[src/rtl/score_pkg.sv]
// Shared types and constants for the BCD score keeper.
package score_pkg;

  typedef enum logic [1:0] {
    IDLE   = 2'd0,
    ADD    = 2'd1,
    COMMIT = 2'd2
  } state_t;

  localparam logic [3:0]  BCD_NINE   = 4'd9;
  localparam logic [31:0] SCORE_MAX  = 32'h9999_9999;
  localparam int          NUM_DIGITS = 8;

  // Out-of-range addend nibbles are treated as the largest decimal digit.
  function automatic logic [3:0] clamp_digit(input logic [3:0] d);
    return (d > BCD_NINE) ? BCD_NINE : d;
  endfunction

endpackage

[src/rtl/score_keeper_bcd_digit_add.sv]
// Single-digit BCD adder with carry in/out; one instance is reused across all digits.
module bcd_digit_add (
  input  logic [3:0] a,
  input  logic [3:0] b,
  input  logic       cin,
  output logic [3:0] s,
  output logic       cout
);

  logic [4:0] bin;

  assign bin  = {1'b0, a} + {1'b0, b} + {4'b0000, cin};
  assign cout = (bin > 5'd9);
  // Adding 6 skips the six unused nibble codes; the carry out of bit 3 is dropped.
  assign s    = cout ? (bin[3:0] + 4'd6) : bin[3:0];

endmodule

[src/rtl/score_keeper.sv]
// 8-digit BCD score accumulator with saturating serial add, high-score register and display mux.
module score_keeper
  import score_pkg::*;
#(
  parameter int          ADD_DIGITS = 2,
  parameter logic [31:0] HI_INIT    = 32'h0000_0000
) (
  input  logic                    clk,
  input  logic                    rst,
  input  logic                    play,
  input  logic                    clear,
  input  logic                    add_valid,
  input  logic [4*ADD_DIGITS-1:0] add_pts,
  output logic                    add_ready,
  input  logic                    game_over,
  input  logic                    disp_hi,
  output logic [3:0]              dig0,
  output logic [3:0]              dig1,
  output logic [3:0]              dig2,
  output logic [3:0]              dig3,
  output logic [3:0]              dig4,
  output logic [3:0]              dig5,
  output logic [3:0]              dig6,
  output logic [3:0]              dig7,
  output logic                    ovf,
  output logic                    new_hi
);

  state_t      state;
  state_t      state_nxt;
  logic        accept;
  logic [31:0] score;
  logic [31:0] high;
  logic [31:0] work;
  logic [31:0] addend;
  logic [31:0] addend_in;
  logic [31:0] shown;
  logic [2:0]  idx;
  logic        carry;
  logic [3:0]  sum_dig;
  logic        sum_cout;

  // Addend digits beyond ADD_DIGITS are tied to zero.
  for (genvar g = 0; g < NUM_DIGITS; g++) begin : g_addend
    if (g < ADD_DIGITS) begin : g_live
      assign addend_in[4*g +: 4] = clamp_digit(add_pts[4*g +: 4]);
    end else begin : g_zero
      assign addend_in[4*g +: 4] = 4'd0;
    end
  end

  bcd_digit_add u_digit_add (
    .a    (work[{idx, 2'b00} +: 4]),
    .b    (addend[{idx, 2'b00} +: 4]),
    .cin  (carry),
    .s    (sum_dig),
    .cout (sum_cout)
  );

  always_comb begin
    state_nxt = state;
    add_ready = 1'b0;
    accept    = 1'b0;
    case (state)
      IDLE: begin
        // rst is folded in so add_ready reads 0 while reset is held.
        add_ready = play & ~clear & rst;
        if (add_valid && add_ready) begin
          accept    = 1'b1;
          state_nxt = ADD;
        end
      end
      ADD: begin
        if (idx == 3'd7) state_nxt = COMMIT;
      end
      COMMIT: begin
        state_nxt = IDLE;
      end
      default: begin
        state_nxt = IDLE;
      end
    endcase
    if (clear) state_nxt = IDLE;
  end

  always_ff @(posedge clk or negedge rst) begin
    if (!rst) begin
      state  <= IDLE;
      idx    <= 3'd0;
      carry  <= 1'b0;
      score  <= 32'h0;
      high   <= HI_INIT;
      ovf    <= 1'b0;
      new_hi <= 1'b0;
    end else begin
      state  <= state_nxt;
      new_hi <= 1'b0;
      // Compares the committed score as it stood before this edge.
      if (game_over && (score > high)) begin
        high   <= score;
        new_hi <= 1'b1;
      end
      case (state)
        IDLE: begin
          if (accept) begin
            idx   <= 3'd0;
            carry <= 1'b0;
          end
        end
        ADD: begin
          idx   <= idx + 3'd1;
          carry <= sum_cout;
        end
        COMMIT: begin
          if (carry) begin
            score <= SCORE_MAX;
            ovf   <= 1'b1;
          end else begin
            score <= work;
          end
        end
        default: begin
        end
      endcase
      if (clear) begin
        score <= 32'h0;
        ovf   <= 1'b0;
      end
    end
  end

  // Working copies carry no reset; they are always loaded on accept before use.
  always_ff @(posedge clk) begin
    if (accept) begin
      work   <= score;
      addend <= addend_in;
    end else if (state == ADD) begin
      work[{idx, 2'b00} +: 4] <= sum_dig;
    end
  end

  assign shown = disp_hi ? high : score;
  assign dig0  = shown[3:0];
  assign dig1  = shown[7:4];
  assign dig2  = shown[11:8];
  assign dig3  = shown[15:12];
  assign dig4  = shown[19:16];
  assign dig5  = shown[23:20];
  assign dig6  = shown[27:24];
  assign dig7  = shown[31:28];

endmodule

[config.mk]
export PLATFORM = sky130hd
export DESIGN_NAME = score_keeper
export DESIGN_NICKNAME = d
export VERILOG_FILES = /design/src/rtl/score_pkg.sv /design/src/rtl/score_keeper_bcd_digit_add.sv /design/src/rtl/score_keeper.sv
export SDC_FILE = /design/constraint.sdc
export NUM_CORES = 1
export LEC_CHECK = 0
export BUFFER_PORTS_ARGS = -buffer_cell sky130_fd_sc_hd__buf_2
export CAP_MARGIN = 20
export CORE_ASPECT_RATIO = 0.6
export CORE_UTILIZATION = 39
export DETAILED_ROUTE_END_ITERATION = 10
export GPL_TIMING_DRIVEN = 1
export MAX_ROUTING_LAYER = met4
export RECOVER_POWER = 100
export SLEW_MARGIN = 15
export SYNTH_ARGS = -nofsm -noshare
export SYNTH_HDL_FRONTEND = slang
export SYNTH_SLANG_ARGS = --single-unit
[constraint.sdc]
create_clock -name clk -period 3.75 [get_ports clk]
set_clock_uncertainty 0.15 [all_clocks]
set_input_delay 0.9375 -clock clk [delete_from_list [all_inputs] [get_ports clk]]
set_output_delay 0.9375 -clock clk [all_outputs]
set_load 0.02 [all_outputs]
==> results.sh, run 1 <==
export IMPL_outcome="finished with violations"
export IMPL_violations="design-rule violations, max-capacitance violations, max-slew violations"
export IMPL_clk_latency_ns=0.35
export IMPL_fin_setup_tns_ns=0
export IMPL_yosysWarnings=0
export IMPL_p_switching_mw=2.31
export IMPL_grt_max_degree=42
export IMPL_syn_inst=536
export IMPL_p_comb_share_pct=57.0
export IMPL_synth_area_leaders="dfrtp_1 29%, edfxtp_1 19%, ha_1 7.9%, mux2_4 6.9%, a22o_1 6.3%"
export IMPL_fin_crit_sh_pct=96.8
export IMPL_htree_levels=3
export IMPL_grt_pass1_wl_um=24900
export IMPL_path_class="reg2reg"
export IMPL_synth_edf_count=40
export IMPL_placed_area_um2=6850
export IMPL_syn_area_um2=6300
export IMPL_cts_clk_slew_worst_paths_ns=0.07
export IMPL_dieHeight_um=100
export IMPL_clock_sinks=112
export IMPL_cts_path_max_buffers=2
export IMPL_grt_use_total_pct=20.3
export IMPL_setup_ws_ns=0.121
export IMPL_io_buffers=49
export IMPL_p_clk_share_pct=16.6
export IMPL_gp_congestion=0.915
export IMPL_seqPwrFrac_pct=26.5
export IMPL_hold_buffers=0
export IMPL_slew_violations=74
export IMPL_wl_per_cell_um=19.8
export IMPL_crit_path_start_kind="flop"
export IMPL_required_ns=3.70
export IMPL_max_freq_mhz=276
export IMPL_power_density_nw_per_um2=777
export IMPL_finalInstanceArea_um2=7040
export IMPL_die_area_um2=16700
export IMPL_wl_um=15800
export IMPL_diodes=0
export IMPL_synthArstFlopShare_pct=64.3
export IMPL_cp_end_kind="flop"
export IMPL_swShare_pct=42.3
export IMPL_hold_violations=0
export IMPL_dr_pass1_iters=8
export IMPL_synth_nets=593
export IMPL_vias=4460
export IMPL_synth_top_cell_area_share_pct=28.6
export IMPL_numCtsBuffers=9
export IMPL_seq_area_frac_synth_pct=47.7
export IMPL_dp_hpwl_um=11700
export IMPL_vias_per_cell=5.59
export IMPL_gr_total_overflow=0
export IMPL_first_global_vias=4256
export IMPL_cts_root_buf="clkbuf_16"
export IMPL_hold_path_class="reg2reg"
export IMPL_initial_core_util_pct=40.5
export IMPL_tightest_slew_ns=2.31
export IMPL_core_um2=15500
export IMPL_slew_headroom_pct=-53.7
export IMPL_ir_drop_uv=641
export IMPL_syn_area_per_cell_um2=11.8
export IMPL_synthDistinctLibCells=52
export IMPL_ys_ff_latch=112
export IMPL_cts_tree="yes"
export IMPL_ys_flop_type="dfrtp_1"
export IMPL_ant_nets=0
export IMPL_final_nets=647
export IMPL_crit_path_max_fanout=8
export IMPL_core_rowCount=35
export IMPL_whs_ns=0.356
export IMPL_p_leak_nw=3.16
export IMPL_io_pins=50
export IMPL_maxCapViolations=2
export IMPL_reg2reg_setup_slack_ns=0.12
export IMPL_yosysTopAreaCell="dfrtp_1"
export IMPL_setup_viol=0
export IMPL_antenna_found_initial=1
export IMPL_die_x_um=166
export IMPL_drc=4
export IMPL_crit_arrival_ns=3.58
export IMPL_total_power_mw=5.46
export IMPL_synthToLayoutAreaGrowth_pct=11.7
export IMPL_drtIter0Drc=501
export IMPL_internal_power_mw=3.15
export IMPL_drive_above_1_share_pct=18.2
export IMPL_fin_crit_ns=3.63
export IMPL_dp_slack_ns=-0.202
-- state kept, by name, indices dropped and copies added, names as in the netlist --
name	cells
carry	1
new_hi	1
addend	8
high	32
idx	3
state	2
score	32
work	32
ovf	1
-- Yosys cell counts, types with 13 or more instances --
master	count
nand2_1	46
mux2_2	35
mux2_4	29
dfrtp_1	72
inv_1	43
ha_1	40
a22o_1	45
clkbuf_1	18
edfxtp_1	40
a21oi_1	13
o21ai_0	34
nor2_1	29
-- path summary, 6_finish.rpt --
check	start	endpoint	cells past startpoint
hold reg to reg	score[0]$_DFFE_PN0P_	score[0]$_DFFE_PN0P_	2
max in group asynchronous	rst	idx[0]$_DFFE_PN0P_	3
setup reg to reg	idx[0]$_DFFE_PN0P_	work[26]$_DFFE_PP_	12
setup / recovery	idx[0]$_DFFE_PN0P_	work[26]$_DFFE_PP_	12
hold / removal	score[0]$_DFFE_PN0P_	score[0]$_DFFE_PN0P_	2
min in group asynchronous	rst	high[19]$_DFFE_PN0P_	2
-- critical path, cell delays in order (launching register included) --
cell	delay, ns
dfrtp_2	0.43
mux4_2	0.54
mux2i_4	0.17
fa_1	0.21
inv_1	0.06
fa_2	0.58
inv_1	0.06
ha_2	0.18
a22oi_2	0.25
a31oi_4	0.16
mux2i_4	0.25
buf_12	0.16
a22o_1	0.17
-- metrics by stage --
stage,utilization [%],std cells
2_1_floorplan,-,536
3_3_place_gp,44.1,780
3_5_place_dp,44.1,780
4_1_cts,46.1,797
5_1_grt,45.3,798
6_report,45.3,798
-- layout make-up --
| class | count | area, µm² |
|---|---|---|
| fill | 1479 | 8510 |
| sequential | 112 | 3000 |
| multi-input combinational | 354 | 2970 |
| timing repair buffer | 69 | 369 |
| tap | 203 | 254 |
| clock buffer | 13 | 250 |
| inverter | 44 | 165 |
| clock inverter | 3 | 18.8 |
-- cell usage in the layout, fill, tap and decap left out, drive strengths merged, types with 2 or more instances in the layout --
cell    netlist  layout
dfrtp        72      72
mux2         64      64
clkbuf       18      53
nand2        46      46
a22o         45      45
inv          43      43
edfxtp       40      40
ha           40      40
o21ai        35      35
nor2         29      29
buf           8      29
a21oi        13      13
mux4          8       8
nor2b         8       8
nor3          8       8
nand4         7       7
mux2i         5       5
nand3         4       4
clkinv        1       4
or3           3       3
nand2b        3       3
o21a          3       3
a21o          3       3
o31ai         3       3
xnor2         2       2
nor3b         2       2
nor4          2       2
o211ai        2       2
fa            2       2
-- kinds of logic (layout without fill, tap and decap cells) --
| family | count (synthesis) | after routing | synth area share [%] |
|---|---|---|---|
| DFF | 112 | 112 | 47.7 |
| buffers and inverters | 70 | 129 | 4.55 |
| adders and majority gates | 42 | 42 | 8.58 |
| AOI/OAI and AO/OA | 116 | 116 | 13.2 |
| xor gates and xnor gates | 2 | 2 | 0.278 |
| muxes | 77 | 77 | 16.8 |
| and+or+nand+nor | 117 | 117 | 8.88 |
-- power groups by stage --
stage,Clock [mW],Combinational (mW),Sequential [mW]
floorplan,0,2.05,1.43
detailed placement,0,2.70,1.47
global route,0.976,3.35,1.46
CTS,0.916,3.11,1.44
global placement,0,2.65,1.46
finish,0.905,3.11,1.45
-- timing repair --
item                                    CTS  global route
buffers inserted                          1             1
pin swaps                                 0             4
endpoints found under the setup margin   16            22
cloned                                    0             0
resized for setup                         4             8
-- metal layers --
metal  vias up  routed length, µm  GRT usage (%)
met4         0                 71           3.74
met2       175               5830           25.1
met5         -                  0              -
met3         6               1090           3.89
met1      2206               8810           33.0
li1       2073                  -              -
Note: power is estimated with default switching activity, not from simulation.
==> run 2, diff against run 1 <==
- CORE_ASPECT_RATIO: 0.6 -> default
- CORE_UTILIZATION: 39 -> 55
- PLACE_DENSITY: default -> 0.77
==> run 2 against run 1 <==
- setup slack worse by 0.016 ns
- the run ends with max-capacitance violations, max-slew violations left
- highest routed layer unchanged
- via count decreased by 0.18%
- die area is 29% lower
- critical path depth rose by 1
- non-clock buffer count is the same
- utilization rose by 19 points
- largest cell class is now multi-input combinational cells
- wire length fell by 9.9%
- maximum frequency down 0.44%
- combinational power grew 5%
- sequential share of layout area is 0.27 points lower
- sequential cell count is the same
- count of clock-buffer cells in the layout fell by 2
==> results.sh, run 2 (synthesized netlist as in run 1, its figures left out) <==
export IMPL_slew_violations=30
export IMPL_fillers=843
export IMPL_multi_input_area_um2=3070
export IMPL_vias=4452
export IMPL_max_freq_mhz=274
export IMPL_clock_sinks=112
export IMPL_numCtsBuffers=9
export IMPL_fin_crit_ns=3.64
export IMPL_initial_core_util_pct=57.4
export IMPL_drc=0
export IMPL_slew_headroom_pct=-16.5
export IMPL_most_common_layout_cells="71 x dfrtp_1, 46 x nand2_1, 45 x a22o_1, 43 x inv_1, 42 x buf_2"
export IMPL_gp_congestion=0.909
export IMPL_drive_above_1_share_pct=27.4
export IMPL_crit_path_max_fanout=8
export IMPL_cts_root_buf="clkbuf_16"
export IMPL_hold_path_class="reg2reg"
export IMPL_path_class="reg2reg"
export IMPL_rsz0062_at_grt="false"
export IMPL_critPathSlowestCell="mux4_2"
export IMPL_p_leak_nw=3.31
export IMPL_crit_family="adder cells"
export IMPL_diodes=0
export IMPL_power_density_nw_per_um2=798
export IMPL_die_x_um=109
export IMPL_fin_crit_sh_pct=97.2
export IMPL_grt_pass1_wl_um=22400
export IMPL_dr_pass1_iters=5
export IMPL_htree_levels=3
export IMPL_required_ns=3.71
export IMPL_max_stage_delay_ns=0.56
export IMPL_final_nets=647
export IMPL_vias_per_cell=6.06
export IMPL_hold_buffers=0
export IMPL_violations="max-capacitance violations, max-slew violations"
export IMPL_io_pins=50
export IMPL_crit_arrival_ns=3.61
export IMPL_dieHeight_um=109
export IMPL_io_buffers=49
export IMPL_path_buf_inv=4
export IMPL_fin_setup_tns_ns=0
export IMPL_seq_area_um2=3000
export IMPL_cts_tree="yes"
export IMPL_total_power_mw=5.65
export IMPL_antenna_found_initial=0
export IMPL_die_area_um2=11900
export IMPL_crit_path_start_kind="flop"
export IMPL_cp_end_kind="flop"
export IMPL_cpMostUsedCell="inv_1"
export IMPL_grt_max_degree=51
export IMPL_core_rowCount=38
export IMPL_cts_clk_slew_worst_paths_ns=0.07
export IMPL_core_um2=11000
export IMPL_maxCapViolations=1
export IMPL_synthToLayoutAreaGrowth_pct=12.4
export IMPL_dp_hpwl_um=10200
export IMPL_first_global_vias=4233
export IMPL_grt_use_total_pct=26.7
export IMPL_wl_per_cell_um=19.4
export IMPL_ir_drop_uv=491
export IMPL_final_common_cell="dfrtp_1"
export IMPL_outcome="finished with violations"
export IMPL_cts_path_max_buffers=2
export IMPL_hold_violations=0
export IMPL_clk_latency_ns=0.36
export IMPL_reg_largest_list="high x32, score x32, work x32"
export IMPL_ant_nets=0
export IMPL_drtIter0Drc=330
export IMPL_cp_cell_sequence="mux4_2 -> mux2i_4 -> fa_1 -> inv_1 -> fa_2 -> inv_1 -> ha_2 -> a22oi_2 -> a31oi_4 -> buf_6 -> mux2i_2 -> buf_12 -> a22o_1"
export IMPL_tightest_slew_ns=1.75
export IMPL_setup_viol=0
export IMPL_gr_total_overflow=0
export IMPL_wl_um=14200
## run 2: routing by layer
layer  up-vias  wire, µm  global-route usage, %
met5         -         0                      -
met4         0       181                   7.92
met3        15      1130                   6.69
met2       207      6750                   41.4
met1      2151      6180                   34.8
li1       2079         -                      -
## run 2: cell type report
class	instances	area share (%)
tap	140	2.47
timing repair buffer	69	5.44
clock inverter	5	0.530
inverter	44	2.33
sequential	112	42.4
multi-input combinational	354	43.4
clock buffer	11	3.43
## run 2: path summary, 6_finish.rpt
check / startpoint / to / slack [ns] / cells after the start
max in group asynchronous: rst / score[8]$_DFFE_PN0P_ / 0.71 / 3
hold / removal: work[5]$_DFFE_PP_ / score[5]$_DFFE_PN0P_ / 0.35 / 1
hold reg to reg: work[5]$_DFFE_PP_ / score[5]$_DFFE_PN0P_ / 0.35 / 1
setup reg to reg: idx[0]$_DFFE_PN0P_ / work[26]$_DFFE_PP_ / 0.11 / 13
setup / recovery: idx[0]$_DFFE_PN0P_ / work[26]$_DFFE_PP_ / 0.11 / 13
min in group asynchronous: rst / score[28]$_DFFE_PN0P_ / 1.21 / 2
## run 2: repair_timing
action	4_1_cts	5_1_grt
cloned	0	0
pin swaps	0	3
setup endpoints to repair	16	24
buffers inserted	0	3
gates resized for setup	2	9
## run 2: metrics by stage
step	utilization [%]	setup WS [ns]	instance area [µm²]	hold slack [ns]	cells
6_report	64.5	0.105	7080	0.352	735
4_1_cts	64.1	-0.0128	7040	0.349	732
2_1_floorplan	-	0.0366	6310	0.312	536
3_5_place_dp	61.4	-0.171	6750	0.335	716
3_3_place_gp	61.4	-0.108	6750	0.336	716
5_1_grt	64.5	0.0114	7080	0.373	735
## run 2: power breakdown
group	internal, mW	switching, mW
Combinational	1.45	1.83
Clock	0.476	0.455
Sequential	1.37	0.0741
Total	3.29	2.36
